### config.mk
export PLATFORM = sky130hd
export DESIGN_NAME = mips_cpu_bus_master
export DESIGN_NICKNAME = d
export VERILOG_FILES = /design/src/rtl/mips_cpu_bus_master.sv
export SDC_FILE = /design/constraint.sdc
export NUM_CORES = 1
export LEC_CHECK = 0
export CAP_MARGIN = 20
export CORE_MARGIN = 2
export CORE_UTILIZATION = 40
export DETAILED_ROUTE_END_ITERATION = 10
export HOLD_SLACK_MARGIN = 0.1
export PLACE_DENSITY = 0.84
export SYNTH_ARGS = -nofsm -noshare
export SYNTH_HDL_FRONTEND = slang
export SYNTH_SLANG_ARGS = --single-unit
### constraint.sdc
create_clock -name clk -period 4.75 [get_ports clk]
set_clock_uncertainty 0.05 [all_clocks]
set_input_delay 0.7125 -clock clk [delete_from_list [all_inputs] [get_ports clk]]
set_output_delay 0.7125 -clock clk [all_outputs]
set_load 0.1 [all_outputs]
### src/rtl/mips_cpu_bus_master.sv
// mips_cpu_bus_master
// Turns the core's single-outstanding load/store/fetch requests into
// word-addressed, byte-enabled bus transfers that are held through
// waitrequest stalls. Misaligned requests are answered with an error
// and never reach the bus.
//
// Ports
//   clk, reset                         clock, async active-high reset
//   req_valid/req_ready                core request handshake (ready in IDLE)
//   req_write, req_size, req_signed    store flag, 0=byte 1=half 2/3=word, sign-extend
//   req_addr, req_wdata                byte address, right-justified store data
//   resp_valid, resp_rdata, resp_err   one-cycle response, extended load data, error
//   address, read, write               word-aligned bus address and strobes
//   waitrequest                        slave stall
//   writedata, byteenable, readdata    lane-positioned data, lane enables, slave data
//
// Optional feature: define MIPS_BUS_TIMEOUT_EN to abort a transfer that is
// still stalled after TIMEOUT_CYCLES bus cycles (response with resp_err=1).
module mips_cpu_bus_master #(
    parameter int TIMEOUT_CYCLES = 255
) (
    input  logic        clk,
    input  logic        reset,
    input  logic        req_valid,
    output logic        req_ready,
    input  logic        req_write,
    input  logic [1:0]  req_size,
    input  logic        req_signed,
    input  logic [31:0] req_addr,
    input  logic [31:0] req_wdata,
    output logic        resp_valid,
    output logic [31:0] resp_rdata,
    output logic        resp_err,
    output logic [31:0] address,
    output logic        read,
    output logic        write,
    input  logic        waitrequest,
    output logic [31:0] writedata,
    output logic [3:0]  byteenable,
    input  logic [31:0] readdata
);

    typedef enum logic [1:0] {ST_IDLE, ST_BUS, ST_RESP} state_t;

    state_t      r_state;
    state_t      w_next;

    logic [31:0] r_addr;
    logic [31:0] r_wdata;
    logic [31:0] r_rdata;
    logic [3:0]  r_be;
    logic        r_read;
    logic        r_write;
    logic        r_err;
    logic        r_signed;
    logic        r_first;   // first BUS cycle: slave cannot have raised waitrequest yet
    logic [1:0]  r_size;
    logic [1:0]  r_off;

    logic        w_accept;
    logic        w_misal;
    logic        w_done;
    logic        w_tmo;
    logic [1:0]  w_size;
    logic [1:0]  w_off;
    logic [3:0]  w_be;
    logic [31:0] w_wdata;
    logic [31:0] w_shift;
    logic [31:0] w_ext;

    assign w_off    = req_addr[1:0];
    assign w_size   = (req_size == 2'd3) ? 2'd2 : req_size;
    assign w_accept = req_valid && (r_state == ST_IDLE);
    assign w_done   = (r_state == ST_BUS) && !r_first && !waitrequest;

    // Lane generation and alignment check on the incoming request
    always_comb begin
        w_misal = 1'b0;
        w_be    = 4'b1111;
        w_wdata = req_wdata;
        case (w_size)
            2'd0: begin
                w_be    = 4'b0001 << w_off;
                w_wdata = {4{req_wdata[7:0]}};
            end
            2'd1: begin
                w_misal = w_off[0];
                w_be    = 4'b0011 << w_off;
                w_wdata = {2{req_wdata[15:0]}};
            end
            default: w_misal = (w_off != 2'b00);
        endcase
    end

    // Read data: shift the addressed byte down to lane 0, then extend
    assign w_shift = readdata >> {r_off, 3'b000};

    always_comb begin
        case (r_size)
            2'd0:    w_ext = {{24{r_signed & w_shift[7]}}, w_shift[7:0]};
            2'd1:    w_ext = {{16{r_signed & w_shift[15]}}, w_shift[15:0]};
            default: w_ext = w_shift;
        endcase
    end

`ifdef MIPS_BUS_TIMEOUT_EN
    localparam int CNT_W = (TIMEOUT_CYCLES > 255) ? $clog2(TIMEOUT_CYCLES + 1) : 8;

    logic [CNT_W-1:0] r_cnt;

    // r_cnt holds the number of BUS cycles already completed
    always_ff @(posedge clk or posedge reset) begin
        if (reset)
            r_cnt <= '0;
        else if (w_accept)
            r_cnt <= '0;
        else if (r_state == ST_BUS)
            r_cnt <= r_cnt + CNT_W'(1);
    end

    assign w_tmo = (r_state == ST_BUS) && !w_done &&
                   (r_cnt == CNT_W'(TIMEOUT_CYCLES - 1));
`else
    logic w_unused_timeout;
    assign w_unused_timeout = |TIMEOUT_CYCLES;
    assign w_tmo            = 1'b0;
`endif

    // State register
    always_ff @(posedge clk or posedge reset) begin
        if (reset)
            r_state <= ST_IDLE;
        else
            r_state <= w_next;
    end

    // Next-state logic
    always_comb begin
        w_next = r_state;
        case (r_state)
            ST_IDLE: if (w_accept) w_next = w_misal ? ST_RESP : ST_BUS;
            ST_BUS:  if (w_done || w_tmo) w_next = ST_RESP;
            ST_RESP: w_next = ST_IDLE;
            default: w_next = ST_IDLE;
        endcase
    end

    // Output decode; everything driven here comes straight from registers
    always_comb begin
        req_ready  = (r_state == ST_IDLE);
        resp_valid = (r_state == ST_RESP);
        resp_rdata = (r_state == ST_RESP) ? r_rdata : '0;
        resp_err   = (r_state == ST_RESP) & r_err;
        address    = r_addr;
        read       = r_read;
        write      = r_write;
        writedata  = r_wdata;
        byteenable = r_be;
    end

    // Request latch, bus strobes and response data
    always_ff @(posedge clk or posedge reset) begin
        if (reset) begin
            r_addr   <= '0;
            r_wdata  <= '0;
            r_rdata  <= '0;
            r_be     <= '0;
            r_read   <= 1'b0;
            r_write  <= 1'b0;
            r_err    <= 1'b0;
            r_signed <= 1'b0;
            r_first  <= 1'b0;
            r_size   <= '0;
            r_off    <= '0;
        end else if (w_accept) begin
            r_err    <= w_misal;
            r_rdata  <= '0;
            r_size   <= w_size;
            r_off    <= w_off;
            r_signed <= req_signed;
            r_addr   <= {req_addr[31:2], 2'b00};
            r_be     <= w_be;
            r_wdata  <= w_wdata;
            r_read   <= !w_misal && !req_write;
            r_write  <= !w_misal && req_write;
            r_first  <= 1'b1;
        end else if (r_state == ST_BUS) begin
            r_first <= 1'b0;
            if (w_done) begin
                r_read  <= 1'b0;
                r_write <= 1'b0;
                if (r_read)
                    r_rdata <= w_ext;
            end else if (w_tmo) begin
                r_read  <= 1'b0;
                r_write <= 1'b0;
                r_err   <= 1'b1;
            end
        end
    end

endmodule

Word-level counts from Yosys, hierarchy flattened:

Cells that the tools add are included.

* latch bits: 0
* memories kept: 0
* memory bits (read-only): 0
* output and inout bits: 105
* memory bits (writable): 0
* register bits after elaboration: 109

* multiplexer cells: 20
* order comparisons: 0
* bitwise gates (word level): 3
* divide/modulo/power cells: 0
* add/subtract/negate cells: 0
* reductions and logical operators: 19
* shift-type cells: 3
* equal/unequal tests: 7
* multipliers: 0

Operators with widths (count)
* 32-bit 2-to-1 mux: 5
* 32-bit case mux with 2 select lines: 2
* 32-bit by 5-bit >> shifter with 32-bit output: 1
* 2-bit 2-to-1 mux: 4
* 4-bit case mux with 2 select lines: 1
* 2-bit nonzero test: 4
* 2-bit by 1-bit == test with 1-bit output, second input constant: 3
* 2-bit logical NOT: 3
* 1-bit 2-to-1 mux: 6
* 1-bit logical AND: 5
* 2-bit == test, second input constant: 2
* 1-bit logical NOT: 4
* 2-bit case mux with 2 select lines: 1
* 2-bit AND reduction: 2
* 1-bit by 2-bit << shifter with 4-bit output, first input constant: 1
* 2-bit by 2-bit << shifter with 4-bit output, first input constant: 1
* 1-bit bitwise AND: 3
* 3-bit AND reduction: 1
* 2-bit by 1-bit inequality test with 1-bit output, second input constant: 1
* 2-bit inequality test, second input constant: 1
* 1-bit case mux with 2 select lines: 1

Longest topological paths before layout:

* word-level depth: 7
* mapped depth: 6

Least setup slack after synthesis:

Ideal clock, no wire load.

* kind: reg2out
* start: register r_state[0]
* end: output resp_rdata[22]
* required time: 3.988 ns
* cell stages (with the launch flop): 4
* arrival time: 2.533 ns
* setup slack: 1.455 ns
* buffers on the path: 1
* cells stage by stage: dfrtp_1 nor2_1 clkbuf_1 and2_1

* longest elaborated chain between the ends: 2

RTL lines
* start: declaration: line 45 `state_t r_state;`
* start signal: assignment: line 134 `r_state <= w_next;`
* 2-bit == test
* via resp_valid: line 31 `output logic resp_valid,`
* 32-bit 2-to-1 mux: line 152 `resp_rdata = (r_state == ST_RESP) ? r_rdata : '0;`
* end: declaration: line 32 `output logic [31:0] resp_rdata,`

The timed path passes the listed nets, and every way through them passes these cells.

Final worst setup path:

* start: register r_state[0]
* end: output req_ready

* longest elaborated chain between the ends: 1

RTL lines
* 2-bit logical NOT: line 150 `req_ready = (r_state == ST_IDLE);`
* end: declaration: line 25 `output logic req_ready,`

Every way passes these cells.

==> qor.csv <==
metric,value,unit
Yosys top cell by area,dfrtp_1,
Post-Synthesis Cell Area,5250,um2
dpl hpwl,11100,um
number of buffers added on ports,206,
Layout Utilization,60.4,%
vias in the first global route,4863,
Die H,119,um
# setup viols final,0,
final worst path period need,2.90,ns
hold buffers post-CTS,0,
most numerous cell in the Yosys netlist,nand2_1,
commonest cells in the netlist,"135 x nand2_1, 109 x dfrtp_1, 45 x nor2_1, 42 x a21oi_1, 39 x mux2i_1",
Hold WS,0.422,ns
final WL,15300,um
Hold Crit Endpoint,address[22],
# IOs,209,
startpoint types,register,
Initial Util,41.3,%
Synth async-reset ratio,100,%
register area share after synthesis,52.0,%
initial drt markers,326,
Max Slew Vio Count,0,
Crit. End Element,primary output,
Hold Path Stages,2,
Critical R2R Launch,r_state[0],
WP data arrival,2.14,ns
filler instances,1092,
CTS tree,built,
DR vias/cell,5.16,
Core Box Area,12700,um2
Hold Fails Final Rpt,0,
RSZ-0062 raised after global routing,no,
Synth area leaders,"dfrtp_1 52%, nand2_1 9.7%, mux2i_1 7.4%",
antenna violations before repair,0,
WS Path Type,register to primary output,
DR DRC count,0,
crit path cell chain,nor2_1 > clkdlybuf4s50_1,
CTS Buffer Depth,2,
R2R depth,4,
Syn. warnings,0,
Skew-Pair Late Insertion Delay,0.35,ns
Tightest Pin Transition,1.04,ns
H-tree Lvls,3,
"CTS clk-pin slew, worst paths",0.07,ns
GPL Wtd Cong,0.869,
Worst Hold Launch,address[22],
Detailed Routing Iterations Pass 1,5,
CP max stage delay,1.14,ns
"critical path fanouts, max",9,
final antenna-violating net count,0,
critical path data required time,3.99,ns
hold crit path type,register to register,
Crit path max-delay family,buffers and inverters,
buffer and inverter count on the worst path,1,
Num CTS Buffers,9,
global-route wire length before repair,25100,um
average wire per standard cell,16.5,um
outcome,completed,
"EDFF count, synth",0,
CTS root buf,clkbuf_16,
grt total ovfl,0,
R2R setup slack,2.48,ns
MaxCap Viol Count,0,
ratio of cells with drive above 1 in the final layout,9.93,%
fmax,0.345,GHz
largest net degree at the start of global routing,83,
area share of the largest cell type after synthesis,52.0,%
row cnt,41,
overall global routing resource usage,22.2,%
Layout area overhead,46.4,%
Post-CTS Setup Bufs,0,
post-CTS sizing,0,
Main synth FF type,dfrtp_1,
Slew HR,30.3,%
"Distinct cells, synth",35,
# clock sinks,109,
setup TNS,0,ns
Vias,4779,
FF-to-FF End,r_rdata[26],
synthesized flop and latch total,109,
Ant. Diodes,0,
part of the cycle the worst path needs,61.0,%
Syn Inst Count,566,
die area,14100,um2
CP max-delay cell,clkdlybuf4s50_1,
syn avg cell area,9.27,um2
final net count,855,
DIE WIDTH,119,um
==> final cells by class <==
cell class              count  area, um2  area share, %
inverters                   6       25.0          0.326
well taps                 172        215           2.80
flip-flops and latches    109       2730           35.5
repair buffers            215       2100           27.4
multi-input cells         410       2320           30.2
clock inverters             4       48.8          0.635
clock buffers              11        243           3.16
==> metal layers <==
layer | part of all wire (%) | vias up | track usage (%)
met1 | 40 | 2261 | 26.6
li1 | - | 2274 | -
met2 | 47 | 210 | 36.1
met3 | 9.3 | 34 | 7.53
met4 | 3.2 | 0 | 10.3
met5 | 0 | - | 0
==> metrics by stage <==
stage / cell area, um2 / cells / setup WS, ns
after floorplan: 5250 / 567 / 1.11
after global placement: 7300 / 908 / 2.00
after detailed placement: 7300 / 908 / 1.84
after CTS: 7590 / 923 / 1.83
after global routing: 7680 / 927 / 1.79
final: 7680 / 927 / 1.85
==> logic make-up (layout without fill, tap and decap cells) <==
| group | after synthesis | count (layout) | share of synthesized area, % |
|---|---|---|---|
| other cells | 1 | 2 | 0.0714 |
| flops | 109 | 109 | 52.0 |
| buf+inv | 48 | 236 | 4.03 |
| simple gates | 254 | 254 | 22.3 |
| mux | 48 | 48 | 9.58 |
| compound gates | 106 | 106 | 12.1 |
==> worst max-delay path by stage <==
stage               slack (ns)   startpoint  cells after the start     endpoint
floorplan                 1.11        reset                      1  address[10]
CTS                       1.83   r_state[0]                      2    req_ready
finish                    1.85   r_state[0]                      2    req_ready
global placement          2.00  waitrequest                      5  r_rdata[20]
global route              1.79   r_state[0]                      2    req_ready
detailed placement        1.84  waitrequest                      5  r_rdata[26]
==> registers in the layout, indices dropped and copies added, names as in the netlist, 2 cells and up <==
name / count
r_off: 2
r_rdata: 32
address: 30
r_state: 2
writedata: 32
byteenable: 4
r_size: 2
==> tightest hold or removal path: stages (launching register included) <==
cell and delay, ns:
dfrtp_1 0.34, nand2_1 0.05, nand2_1 0.05
==> placed cells by master (no fill, tap or decap), drive strengths merged <==
cell type | netlist | layout
clkdlybuf4s50 | 0 | 172
nand2 | 135 | 135
dfrtp | 109 | 109
nor2 | 46 | 46
buf | 13 | 43
a21oi | 42 | 42
o21ai | 40 | 40
mux2i | 39 | 39
and2 | 33 | 33
nand3 | 18 | 18
a221o | 17 | 17
clkbuf | 29 | 11
nand3b | 10 | 10
mux2 | 8 | 8
inv | 6 | 6
a31oi | 3 | 3
clkinv | 0 | 3
or2 | 2 | 2
and3 | 2 | 2
nand2b | 2 | 2
conb | 1 | 2
nor3b | 2 | 2
o21bai | 1 | 1
and2b | 1 | 1
mux4 | 1 | 1
nor2b | 1 | 1
o211a | 1 | 1
nor4 | 1 | 1
nor3 | 1 | 1
o21a | 1 | 1
a221oi | 1 | 1
bufinv | 0 | 1
Power is left out: the tool's default activity adds up to more than one toggle a clock period on the data nets, which glitch-free logic cannot reach.
==> RTL change 1: new RTL, config.mk and constraints unchanged <==
Re-encode `state_t` (3 states) as one-hot, 3 bits wide.
--- a/src/rtl/mips_cpu_bus_master.sv
+++ b/src/rtl/mips_cpu_bus_master.sv
@@ -40,7 +40,7 @@
     input  logic [31:0] readdata
 );
 
-    typedef enum logic [1:0] {ST_IDLE, ST_BUS, ST_RESP} state_t;
+    typedef enum logic [2:0] {ST_IDLE = 3'b001, ST_BUS = 3'b010, ST_RESP = 3'b100} state_t;
 
     state_t      r_state;
     state_t      w_next;
Function: same outputs for any inputs over 10 cycles, from zero or initial values and one cycle with reset high; not proved beyond that.
==> RTL change 1 against the original RTL <==
Synthesized cell count is 1.8% higher. Fmax fell by 27%. Sequential cell count rose by 1. Design area up 2.0%. Worst setup slack got worse by 1.1 ns. Synthesized area rose by 1.3%. Wire length down 3.8%. Critical endpoint is now resp_rdata[22]. Largest cell class unchanged. Highest routed layer unchanged.
==> RTL change 1: results (changes against the original RTL) <==
[grt]
gr-usage-all-layers = 0.211  ; was 0.222
grt_pass1_wl_mm = 23.8  ; was 25.1 mm
globalRouteMet3Util = 0.0599  ; was 0.0753
grt.met1_usage = 0.271  ; was 0.266
grt_pass1_vias = 4587  ; was 4863
grtUsageMet2 = 0.346  ; was 0.361
grt_max_degree = 103  ; was 83

[finish]
fill_cells = 1131  ; was 1092
clk_share = 0.0412  ; was 0.0379
inverters = 3  ; was 6
layout.nets = 864  ; was 855
num-multi-input-gates = 421  ; was 410
drive_gt1_frac = 0.0615  ; was 0.0993
ff_latch_area_um2 = 2750  ; was 2730 um2
buffer_area_frac = 0.274  ; about the same

[synthesis]
synth_common_cells = 159 x nand2_1, 109 x dfrtp_1, 39 x mux2i_1  ; was 135 x nand2_1, 109 x dfrtp_1, 45 x nor2_1
synth.distinct_cells = 39  ; was 35
synth.area.top_cells = dfrtp_1 51%, nand2_1 11%, mux2i_1 7.3%  ; was dfrtp_1 52%, nand2_1 9.7%, mux2i_1 7.4%
ys_dominant_reg_cell = dfrtp_1  ; unchanged
syn-instance-count = 576  ; was 566
synth-seq-cells = 110  ; was 109

[sta]
slew_headroom = 0.288  ; was 0.303

[drt]
top_layer_used = met4  ; unchanged
vias = 4732  ; was 4779
met2_wirelength_mm = 7.16  ; was 7.27 mm
post_drt_wl_per_cell_um = 15.7  ; was 16.5 um
firstDrtPassIters = 4  ; was 5
drt-initial-drc-count = 254  ; was 326
wl_met1_mm = 6.39  ; was 6.15 mm

[setup_path]
arrival_ns = 3.19  ; was 2.14 ns
worst-path-max-fanout = 18  ; was 9

[worst_hold_path]
hp-class = register to register  ; unchanged

[placement]
routabilityCongestion = 0.845  ; was 0.869

[outcome]
status = finished clean  ; unchanged

-- RTL change 1: changes by cell type in the layout (fill, tap and decap cells not counted), moves of 14 or more --
cell / before / now
clkdlybuf4s50_1: 172 / 206
a21oi_1: 42 / 25
nor2_1: 45 / 28
buf_4: 40 / 8
o21ai_1: 3 / 17
nand2_1: 135 / 159
-- RTL change 1: path summary, 6_finish.rpt --
check | start | end | slack [ns] | depth (start not counted)
max in group asynchronous | reset | r_rdata[23] | 2.95 | 3
hold / removal | address[30] | address[30] | 0.42 | 2
setup reg to reg | r_first | r_rdata[20] | 2.51 | 5
setup / recovery | r_state[2] | resp_rdata[22] | 0.79 | 4
min in group asynchronous | reset | address[11] | 0.87 | 2
hold reg to reg | address[30] | address[30] | 0.42 | 2
-- RTL change 1: through the flow --
stage | worst slack [ns] | instances | total power, W | area, um2
3_3_place_gp | 1.24 | 924 | 0.00526 | 7490
2_1_floorplan | 1.09 | 577 | 0.00439 | 5320
6_report | 0.793 | 940 | 0.00613 | 7840
4_1_cts | 0.784 | 939 | 0.00614 | 7810
3_5_place_dp | 1.17 | 924 | 0.00531 | 7490
5_1_grt | 0.625 | 940 | 0.00643 | 7840
-- RTL change 1: tightest hold or removal path, cell delays in order (launching register included) --
cell	delay, ns
dfrtp_1	0.34
nand2_1	0.05
nand2_1	0.05
-- RTL change 1: cells by family (layout without fill, tap and decap cells) --
kind of cell / Yosys count / after routing / share of synthesized area
AO/OA/AOI/OAI: 104 / 104 / 0.117
buffers and inverters: 46 / 233 / 0.0390
flip-flops: 110 / 110 / 0.518
multiplexers: 49 / 49 / 0.0967
other: 1 / 2 / 0.000705
AND/OR/NAND/NOR: 266 / 266 / 0.229
==> RTL change 2: new RTL, same settings <==
Made on the original files. The option `MIPS_BUS_TIMEOUT_EN` is turned on by a define.
--- a/src/rtl/mips_cpu_bus_master.sv
+++ b/src/rtl/mips_cpu_bus_master.sv
@@ -16,6 +16,8 @@
 //
 // Optional feature: define MIPS_BUS_TIMEOUT_EN to abort a transfer that is
 // still stalled after TIMEOUT_CYCLES bus cycles (response with resp_err=1).
+`define MIPS_BUS_TIMEOUT_EN
+
 module mips_cpu_bus_master #(
     parameter int TIMEOUT_CYCLES = 255
 ) (
Function: no difference found for any inputs over 10 cycles, from zero or initial values and one cycle with reset high; that may be too few to reach the edited logic, so the function may still have changed.
==> RTL change 2 against the original RTL <==
Synthesized area is 7.5% higher. Design area is 7.6% higher. Count of clock-buffer cells in the layout is 18 higher. Sequential cell count is 8 higher. Worst setup slack worse by 0.025 ns. Wire length is 4.6% higher. Sequential share of layout area is 0.077 points lower. Largest cell class unchanged.
==> RTL change 2: results (changes against the original RTL) <==
[power_and_ir_drop]
seq_power_w = 0.00161
vdd_ir_drop_max_uv = 621
powerComb_w = 0.00390
switchingPower_w = 0.00366
p_leak_nw = 3.80
p_total_w = 0.00666

[drt]
post_drt_wl_per_cell_um = 16.2  ; was 16.5 um
drt-initial-drc-count = 256  ; was 326
firstDrtPassIters = 4  ; was 5
via_per_inst = 5.15  ; was 5.16
vias = 5117  ; was 4779

[cts]
htreeDepth = 4  ; was 3
numCtsBuffers = 17  ; was 9
cts_setup_buffers = 0  ; unchanged
clkLatencyLatePin_ns = 0.40  ; was 0.35 ns
clk_pin_slew_worst_paths_ns = 0.05  ; was 0.07 ns
cts_resized = 0  ; unchanged

[setup_path]
startpoint = r_state[0]  ; unchanged
r2r.worst_path.cells = 3  ; was 4
cp_slowest_cell = clkdlybuf4s50_1  ; unchanged
worstReg2RegEnd = r_rdata[17]  ; was r_rdata[26]
arrival_ns = 2.16  ; was 2.14 ns
cp_top_family = buffers and inverters  ; unchanged
worstReg2RegStart = r_off[1]  ; was r_state[0]

[finish]
drive_gt1_frac = 0.0959  ; was 0.0993
fill_cells = 1202  ; was 1092
layout.nets = 906  ; was 855
antenna_cells = 0  ; unchanged
final_core_util = 0.598  ; was 0.604

[grt]
grt_pass1_vias = 4947  ; was 4863
grt_pass1_wl_mm = 25.2  ; was 25.1 mm
grt_max_degree = 82  ; was 83
gr-usage-all-layers = 0.218  ; was 0.222
antenna_found_initial = 0  ; unchanged

[placement]
routabilityCongestion = 0.866  ; was 0.869
place.detailed.hpwl_mm = 11.4  ; was 11.1 mm
dp_cells = 961  ; was 908
postPlaceCellArea_um2 = 7720  ; was 7300 um2

[outcome]
status = finished clean  ; unchanged

[synthesis]
synth.area.top_cells = dfrtp_1 52%, nand2_1 12%, mux2i_1 7.1%  ; was dfrtp_1 52%, nand2_1 9.7%, mux2i_1 7.4%
synth.distinct_cells = 44  ; was 35
synth_common_cells = 177 x nand2_1, 117 x dfrtp_1, 48 x o21ai_1  ; was 135 x nand2_1, 109 x dfrtp_1, 45 x nor2_1
ys_dominant_reg_cell = dfrtp_1  ; unchanged
async_reset_ff_frac = 1.00  ; unchanged
avgSynthCellArea_um2 = 9.22  ; was 9.27 um2
yosysSeqAreaShare = 0.519  ; was 0.520

[sta]
finalMaxSlewViolations = 0  ; unchanged
slew_headroom = 0.292  ; was 0.303

RTL change 2: cell count changes in the layout (fill, tap and decap cells not counted), sizes merged, moves of 3 or more:
cell | before | now
a21oi | 42 | 25
o21ai | 40 | 52
clkbuf | 11 | 29
nor2 | 46 | 24
o211ai | 0 | 9
dfrtp | 109 | 117
nand2 | 135 | 177
o31ai | 0 | 3
nor2b | 1 | 4
RTL change 2: cells by family (layout without fill, tap and decap cells):
group,Yosys count,after routing,synth area share
simple gates,276,276,0.217
flops,117,117,0.519
compound gates,115,115,0.126
mux,50,50,0.0929
buf+inv,50,250,0.0384
fa+ha+maj,2,2,0.00443
other cells,1,2,0.000665
xor+xnor,1,1,0.00155
RTL change 2: how the worst min path moves through the flow:
stage                        startpoint            end  slack [ns]  cells past startpoint
after global placement    byteenable[0]  byteenable[0]        0.40                      2
final                     byteenable[0]  byteenable[0]        0.42                      2
after detailed placement  byteenable[0]  byteenable[0]        0.41                      2
after floorplan                r_cnt[7]       r_cnt[7]        0.40                      1
after CTS                 byteenable[0]  byteenable[0]        0.42                      2
after global routing      byteenable[0]  byteenable[0]        0.44                      2
RTL change 2: layer usage:
layer	track usage	part of all wire	up-vias
met2	0.347	0.47	210
met3	0.0850	0.094	31
met1	0.264	0.41	2420
met5	0	0	-
li1	-	-	2456
met4	0.0905	0.023	0
RTL change 2: layout make-up:
class                   count  area share
clock inverters             3     0.00182
multi-input cells         446       0.304
flip-flops and latches    117       0.354
well taps                 180      0.0273
clock buffers              29      0.0642
inverters                   4     0.00212
repair buffers            214       0.246
RTL change 2: stage by stage:
stage	hold slack (ns)	setup slack [ns]
floorplan	0.399	0.887
CTS	0.418	1.80
finish	0.419	1.83
global route	0.439	1.71
global placement	0.399	1.96
detailed placement	0.405	1.89
